$ cat config.mk
export PLATFORM = sky130hd
export DESIGN_NAME = perf_counter_bank
export DESIGN_NICKNAME = d
export VERILOG_FILES = /design/src/rtl/perf_counter_bank.sv
export SDC_FILE = /design/constraint.sdc
export NUM_CORES = 1
export LEC_CHECK = 0
export BUFFER_PORTS_ARGS = -buffer_cell sky130_fd_sc_hd__buf_2
export CAP_MARGIN = 20
export CORE_MARGIN = 2
export CORE_UTILIZATION = 30
export DETAILED_ROUTE_END_ITERATION = 12
export PLACE_DENSITY = 0.45
export REMOVE_ABC_BUFFERS = 1
export SLEW_MARGIN = 10
export SYNTH_ARGS = -nofsm -noshare
export SYNTH_HDL_FRONTEND = slang
export SYNTH_SLANG_ARGS = --single-unit
$ cat constraint.sdc
create_clock -name clk -period 2.4 [get_ports clk]
set_input_delay 0.24 -clock clk [delete_from_list [all_inputs] [get_ports clk]]
set_output_delay 0.24 -clock clk [all_outputs]
set_load 0.05 [all_outputs]
$ cat src/rtl/perf_counter_bank.sv
// Bank of event counters plus a free-running cycle counter, frozen by halt
// and cleared by clear; single-cycle-latency readout of any counter.

module perf_counter_lane #(
  parameter int CNT_W    = 32,
  parameter int SATURATE = 0
) (
  input  logic             clk,
  input  logic             rst,
  input  logic             i_clr,
  input  logic             i_inc,
  output logic [CNT_W-1:0] o_cnt,
  output logic             o_ovf
);
  logic [CNT_W-1:0] r_cnt;
  logic             r_ovf;

  always_ff @(posedge clk) begin
    if (rst || i_clr) begin
      r_cnt <= '0;
      r_ovf <= 1'b0;
    end else if (i_inc) begin
      if (&r_cnt) begin
        r_ovf <= 1'b1;
        if (SATURATE == 0) r_cnt <= '0;
      end else begin
        r_cnt <= r_cnt + CNT_W'(1);
      end
    end
  end

  assign o_cnt = r_cnt;
  assign o_ovf = r_ovf;
endmodule

module perf_counter_bank #(
  parameter int NUM_EVT  = 6,
  parameter int CNT_W    = 32,
  parameter int SATURATE = 0
) (
  input  logic               clk,
  input  logic               rst,
  input  logic [NUM_EVT-1:0] evt,
  input  logic               halt,
  input  logic               clear,
  input  logic               rd_req,
  input  logic [4:0]         rd_sel,
  output logic               rd_valid,
  output logic [CNT_W-1:0]   rd_data,
  output logic               rd_err,
  output logic [CNT_W-1:0]   cycle_cnt,
  output logic               frozen,
  output logic [NUM_EVT-1:0] ovf
);
  typedef enum logic {RUN, FROZEN} state_t;

  state_t                          r_state;
  logic   [CNT_W-1:0]              r_cyc;
  logic                            r_rd_valid;
  logic                            r_rd_err;
  logic   [CNT_W-1:0]              r_rd_data;
  logic                            w_run;
  logic   [NUM_EVT-1:0][CNT_W-1:0] w_cnt;
  logic   [CNT_W-1:0]              w_sel_val;
  logic                            w_sel_bad;

  assign w_run = (r_state == RUN);

  for (genvar g = 0; g < NUM_EVT; g++) begin : g_lane
    perf_counter_lane #(.CNT_W(CNT_W), .SATURATE(SATURATE)) u_lane (
      .clk   (clk),
      .rst   (rst),
      .i_clr (clear),
      .i_inc (w_run & evt[g]),
      .o_cnt (w_cnt[g]),
      .o_ovf (ovf[g])
    );
  end

  // Index NUM_EVT selects the cycle counter; anything above it is an error.
  always_comb begin
    w_sel_val = '0;
    w_sel_bad = (rd_sel > 5'(NUM_EVT));
    if (rd_sel == 5'(NUM_EVT)) w_sel_val = r_cyc;
    for (int i = 0; i < NUM_EVT; i++)
      if (rd_sel == 5'(i)) w_sel_val = w_cnt[i];
  end

  always_ff @(posedge clk) begin
    if (rst) begin
      r_state    <= RUN;
      r_cyc      <= '0;
      r_rd_valid <= 1'b0;
      r_rd_err   <= 1'b0;
      r_rd_data  <= '0;
    end else begin
      if (clear)               r_state <= RUN;
      else if (w_run && halt)  r_state <= FROZEN;

      if (clear) begin
        r_cyc <= '0;
      end else if (w_run) begin
        if (&r_cyc) begin
          if (SATURATE == 0) r_cyc <= '0;
        end else begin
          r_cyc <= r_cyc + CNT_W'(1);
        end
      end

      // Sampled before this edge's update, so reads see pre-increment/pre-clear values.
      r_rd_valid <= rd_req;
      r_rd_err   <= rd_req & w_sel_bad;
      r_rd_data  <= (rd_req && !w_sel_bad) ? w_sel_val : '0;
    end
  end

  assign rd_valid  = r_rd_valid;
  assign rd_err    = r_rd_err;
  assign rd_data   = r_rd_data;
  assign cycle_cnt = r_cyc;
  assign frozen    = (r_state == FROZEN);
endmodule
### Word-level counts from Yosys, hierarchy flattened

Index checks and enable logic that the tools add are counted.
Widths: inputs -> output; s select.

* register bits after elaboration: 265
* output and inout bits: 73
* logic and storage cells: 74

* add/sub/neg operators: 7
* order comparisons: 1
* eq/ne operators: 6
* mux-type cells: 14
* bitwise operators: 9
* reductions and logical operators: 20

Operators by type and width (count)
* $mux 32: 14
* $add 32x1->32 const B: 7
* $reduce_and 32->1: 7
* $reduce_and 33->1: 6
* $eq 5x3->1 const B: 3
* $eq 5x2->1 const B: 2
* $and 1x1->1: 7
* $eq 5x1->1 const B: 1
* $gt 5x3->1 const B: 1
* $logic_not 5->1: 1
* $reduce_or 2->1: 2
* $logic_and 1x1->1: 2
* $not 1->1: 2
* $logic_not 1->1: 1
* $logic_or 1x1->1: 1

### Longest topological paths before layout

* depth after elaboration: 8
* gate-level depth with buffers: 8
* depth with buffers taken out: 6

### By module

A second synthesis with hierarchy kept.

* cells, all modules: 1633
* area total of the unflattened synthesis: 13633.1 µm²

Modules (own cells, without submodules)
* perf_counter_lane: times used 6, cells an instance 189, area an instance 1601.5 µm², seq. area each 660.6 µm²
* perf_counter_bank: times used 1, cells an instance 499, area an instance 4023.9 µm², seq. area each 1341.3 µm²

### Worst setup path after synthesis

Ideal clock, no wire load.

* path type: register to register
* start: register r_cyc[7] (netlist: cycle_cnt[7])
* end: register r_cyc[10] (netlist: cycle_cnt[10])
* library setup time: 0.117 ns
* arrival time: 2.462 ns
* required time: 2.283 ns
* slack: -0.180 ns
* stages on the path, launching flop included: 7
* clock period less this slack: 2.580 ns
* cells stage by stage: dfxtp_1 > nand4_1 > or4_1 > clkbuf_1 > o21ai_1 > buf_2 > nor2_1

* cells in the longest elaborated chain, start to end: 2
* elaborated cells on any way between the ends: 3
* classes of those cells: 1 x add/sub; 1 x mux; 1 x reduce/logical

RTL lines
* start: declaration: RTL line 58 `logic [CNT_W-1:0] r_cyc;`
* start signal: assignment: RTL line 106 `r_cyc <= r_cyc + CNT_W'(1);`
* $add 32x1->32 or $reduce_and 32->1 (tied branches): RTL line 106, 103
* $mux 32 (*): RTL line 103 `if (&r_cyc) begin`

Every way passes the cells marked *; elsewhere a longest branch is shown, timed or not.
A chain may end at the register's enable or synchronous reset.

### Final worst setup path

* start: register g_lane[1].u_lane.r_cnt[11]
* end: register g_lane[1].u_lane.r_cnt[29]

* cells in the longest elaborated chain, start to end: 2
* elaborated cells on any way between the ends: 3
* classes of those cells: 1 x add/sub; 1 x mux; 1 x reduce/logical

RTL lines
* start: declaration: RTL line 15 `logic [CNT_W-1:0] r_cnt;`
* start signal: assignment: RTL line 27 `r_cnt <= r_cnt + CNT_W'(1);`
* $add 32x1->32 or $reduce_and 32->1 (tied branches): RTL line 27, 23
* $mux 32 (*): RTL line 23 `if (&r_cnt) begin`

Marked as above.

==> results.md <==
* Run status: finished, final reports clean
* Worst-path maximum fanout at 7
* Kind of start point of the critical path: flop
* Vias in the first global route at approximately 11000
* Slew at the pin closest to its max-slew limit at 0.5849 ns
* Class of the worst hold path: in -> reg
* Bufs on Longest Clock Path at 3
* Full die area at between 40000 and 50000 sq um
* Detailed router's first-iteration violation count at approximately 700
* Placed Cells at roughly 2200
* Final Cycle Share at a little over nine tenths
* Crit end category: flop
* Initial DRT Pass Iterations at 5
* Largest net degree at the start of global routing at 48
* Worst endpoint data arrival time at 2.73 ns
* Post-route DRC at 0
* Max transition margin at just over 60%
* Weighted congestion reported at the end of routability-driven placement at between 0.8 and 0.9
* Largest family of logic cells by synthesized area: simple AND/OR/NAND/NOR gates
* Area fraction in and, or, nand and nor cells after synthesis at 28.15%
* Xor-xnor portion of the synthesized cell area at a little over an eighth
* Final non-filler cell total at roughly 2300
* Antenna fix cells at 0
* Syn-to-layout area delta at 19.19%
* Count of input and output buffers at 88
* Detailed placer's ending HPWL at 30.93 mm
* Chip height at roughly 210 um
* Leading cell types in the layout, fill and taps excluded: nor2_1, dfxtp_1, xor2_1, nand4_1, buf_2
* Number of synthesized flops with an enable pin at 0
* Wire length of the first global-routing pass at around 65 mm
* Fin. Hold Viols at 0
* Clock tree skew after final layout at 0.01495 ns
* Clock H-tree levels at 2
* Top cell type by total area after synthesis: dfxtp_1
* Clk Latency, worst-skew pair at between 0.5 and 0.6 ns
* Top cells by area in the synthesized netlist: dfxtp_1, xor2_1, nor2_1
* Clock tree from TritonCTS: done
* Number of top-level pins at between 80 and 90
* Gate Count Post-Synth at 1587
* Register bit count reported by yosys at roughly 270
* Die W at 213.1 um
* Cell area after synthesis at about 13000 sq um
* Final setup violation count at 0
* Root Buffer: clkbuf_16
* Synth async-reset ratio at 0%
* Cell variety after synth at between 50 and 60
* Vias after detailed routing at ~12000
* Synth warn at 0
* Grt total ovfl at 0
* Post-synthesis area per instance at approximately 8.3 sq um
* Row count at 76
* Final core area utilization at ~36%
* Number of antenna violations at the first check in global routing at 0
* Clock buffer count from CTS at 34
* Area of the placeable core at between 40000 and 50000 sq um
* Share of post-route cells with drive strength above 1 at 15.15%
* Setup repair after global routing missed its margin: no
* Leading register cell type out of synthesis: dfxtp_1
* Most common library cell in the layout ignoring fill and taps: nor2_1
* All-Layer GR Usage at 18.56%
* Max-cap check violation count at 0
* Synth Area in Compound Gates at 10.40%
* Initial core utilization at 30.45%
* Synth Area in Adders at less than 1%
* Fraction of synthesized cell area taken by the top area cell type at between 40 and 50%
* Count of nets left with antenna violations after detail routing at 0
* Power density cells at ~630 nW/um^2
* DRT Wirelength at approximately 42 mm
* CTS clk-pin slew, worst paths at 0.06 ns
* Average routed wire per standard cell at 18.23 um
* Maximum achievable frequency at 0.4405 GHz
* Placement-stage worst setup slack at 0.07979 ns
* Routed vias/inst at 5.052
* Kind of critical path: reg -> reg
* Maximum vdd drop at between 300 and 400 uV
* Data required time of the worst path at 2.86 ns
* CTS sink count at around 270
* Sequential fraction of the synthesis area at between 40 and 50%
* Post-route minimum period at ~2.3 ns
* Final Worst Setup Slack at around 0.13 ns
* Multiplexer area fraction after synthesis at ~2.9%
* Total number of nets in the final design at between 1500 and 2000
* Final number of max-transition violations at 0
* Leak pwr at between 5 and 6 nW
-- layer usage --
metal / GRT usage (%) / up-vias / wire [um]
li1: - / 5756 / -
met1: 25.59 / 5513 / 20090
met2: 29.44 / 226 / 18810
met3: 2.412 / 64 / 1556
met4: 7.089 / 0 / 1264
met5: 0 / - / 0
-- logic make-up after synthesis --
| kind of cell | count (synthesis) |
|---|---|
| compound gates | 215 |
| xor+xnor | 196 |
| fa+ha+maj | 7 |
| buf+inv | 141 |
| flops | 265 |
| mux | 34 |
| simple gates | 729 |
-- flip-flops by register name, indices dropped and copies added, names as in the netlist --
signal / flops
cycle_cnt: 32
frozen: 1
g_lane.u_lane.o_cnt: 192
rd_data: 32
rd_valid: 1
rd_err: 1
g_lane.u_lane.o_ovf: 6
-- report_power, final --
part | leakage (nW) | internal [mW] | switching, mW | total, mW
sequential | 2.14 | 4.41 | 0.0135 | 4.43
clock | 0.538 | 3.03 | 1.96 | 4.99
combinational | 2.75 | 0.122 | 0.259 | 0.381
-- repair_timing --
action                                  4_1_cts  5_1_grt
hold buffers                                  3        0
endpoints found under the hold margin         2        0
setup buffers                                 0        0
resized for setup                             0        4
endpoints found under the setup margin        0        6
-- cell usage after synthesis, types with 29 or more instances --
cell      count
nor2_1      270
dfxtp_1     265
xor2_1      116
nand4_1      93
nand3_1      80
xnor2_1      80
nand2_1      75
o21ai_0      74
clkbuf_1     72
a22oi_1      63
inv_1        47
nor3_1       38
nor2b_1      37
and3_1       35
mux2_2       34
o22ai_1      31
and4_1       29
-- worst max-delay path, cell delays in order (launching register included) --
cell and delay, ns:
dfxtp_1 0.39, nand4_2 0.19, or4_4 0.60, or4_4 0.55, or3_1 0.32, a21oi_1 0.14
-- metrics by stage --
step                      hold slack [ns]  area [sq um]  power [mW]  setup TNS, ns
after floorplan                    0.3423         12720       4.696         -95.11
after global placement             0.4469         14500       4.901              0
after detailed placement           0.4533         14500       4.901              0
after CTS                         0.05761         15620       9.961              0
after global routing               0.1090         15630       10.16              0
final                             0.08761         15630       9.798              0
-- worst paths after layout --
kind,slack (ns),end,from,cells past startpoint
max reg2reg,0.13,g_lane[1].u_lane.o_cnt[29],g_lane[1].u_lane.o_cnt[11],5
min,0.09,rd_err,rd_sel[2],3
max,0.13,g_lane[1].u_lane.o_cnt[29],g_lane[1].u_lane.o_cnt[11],5
min reg2reg,0.46,g_lane[2].u_lane.o_ovf,g_lane[2].u_lane.o_ovf,1
-- area by class of cell --
cell class                 instances  area [sq um]
fill                            4451         27440
multi-input combinational       1181          7305
sequential                       265          5305
clock buffer                      52          1062
timing repair buffer             153          1026
tap                              585         732.0
inverter                          47         176.4
clock inverter                     5         27.53
(Power assumes the default switching activity.)
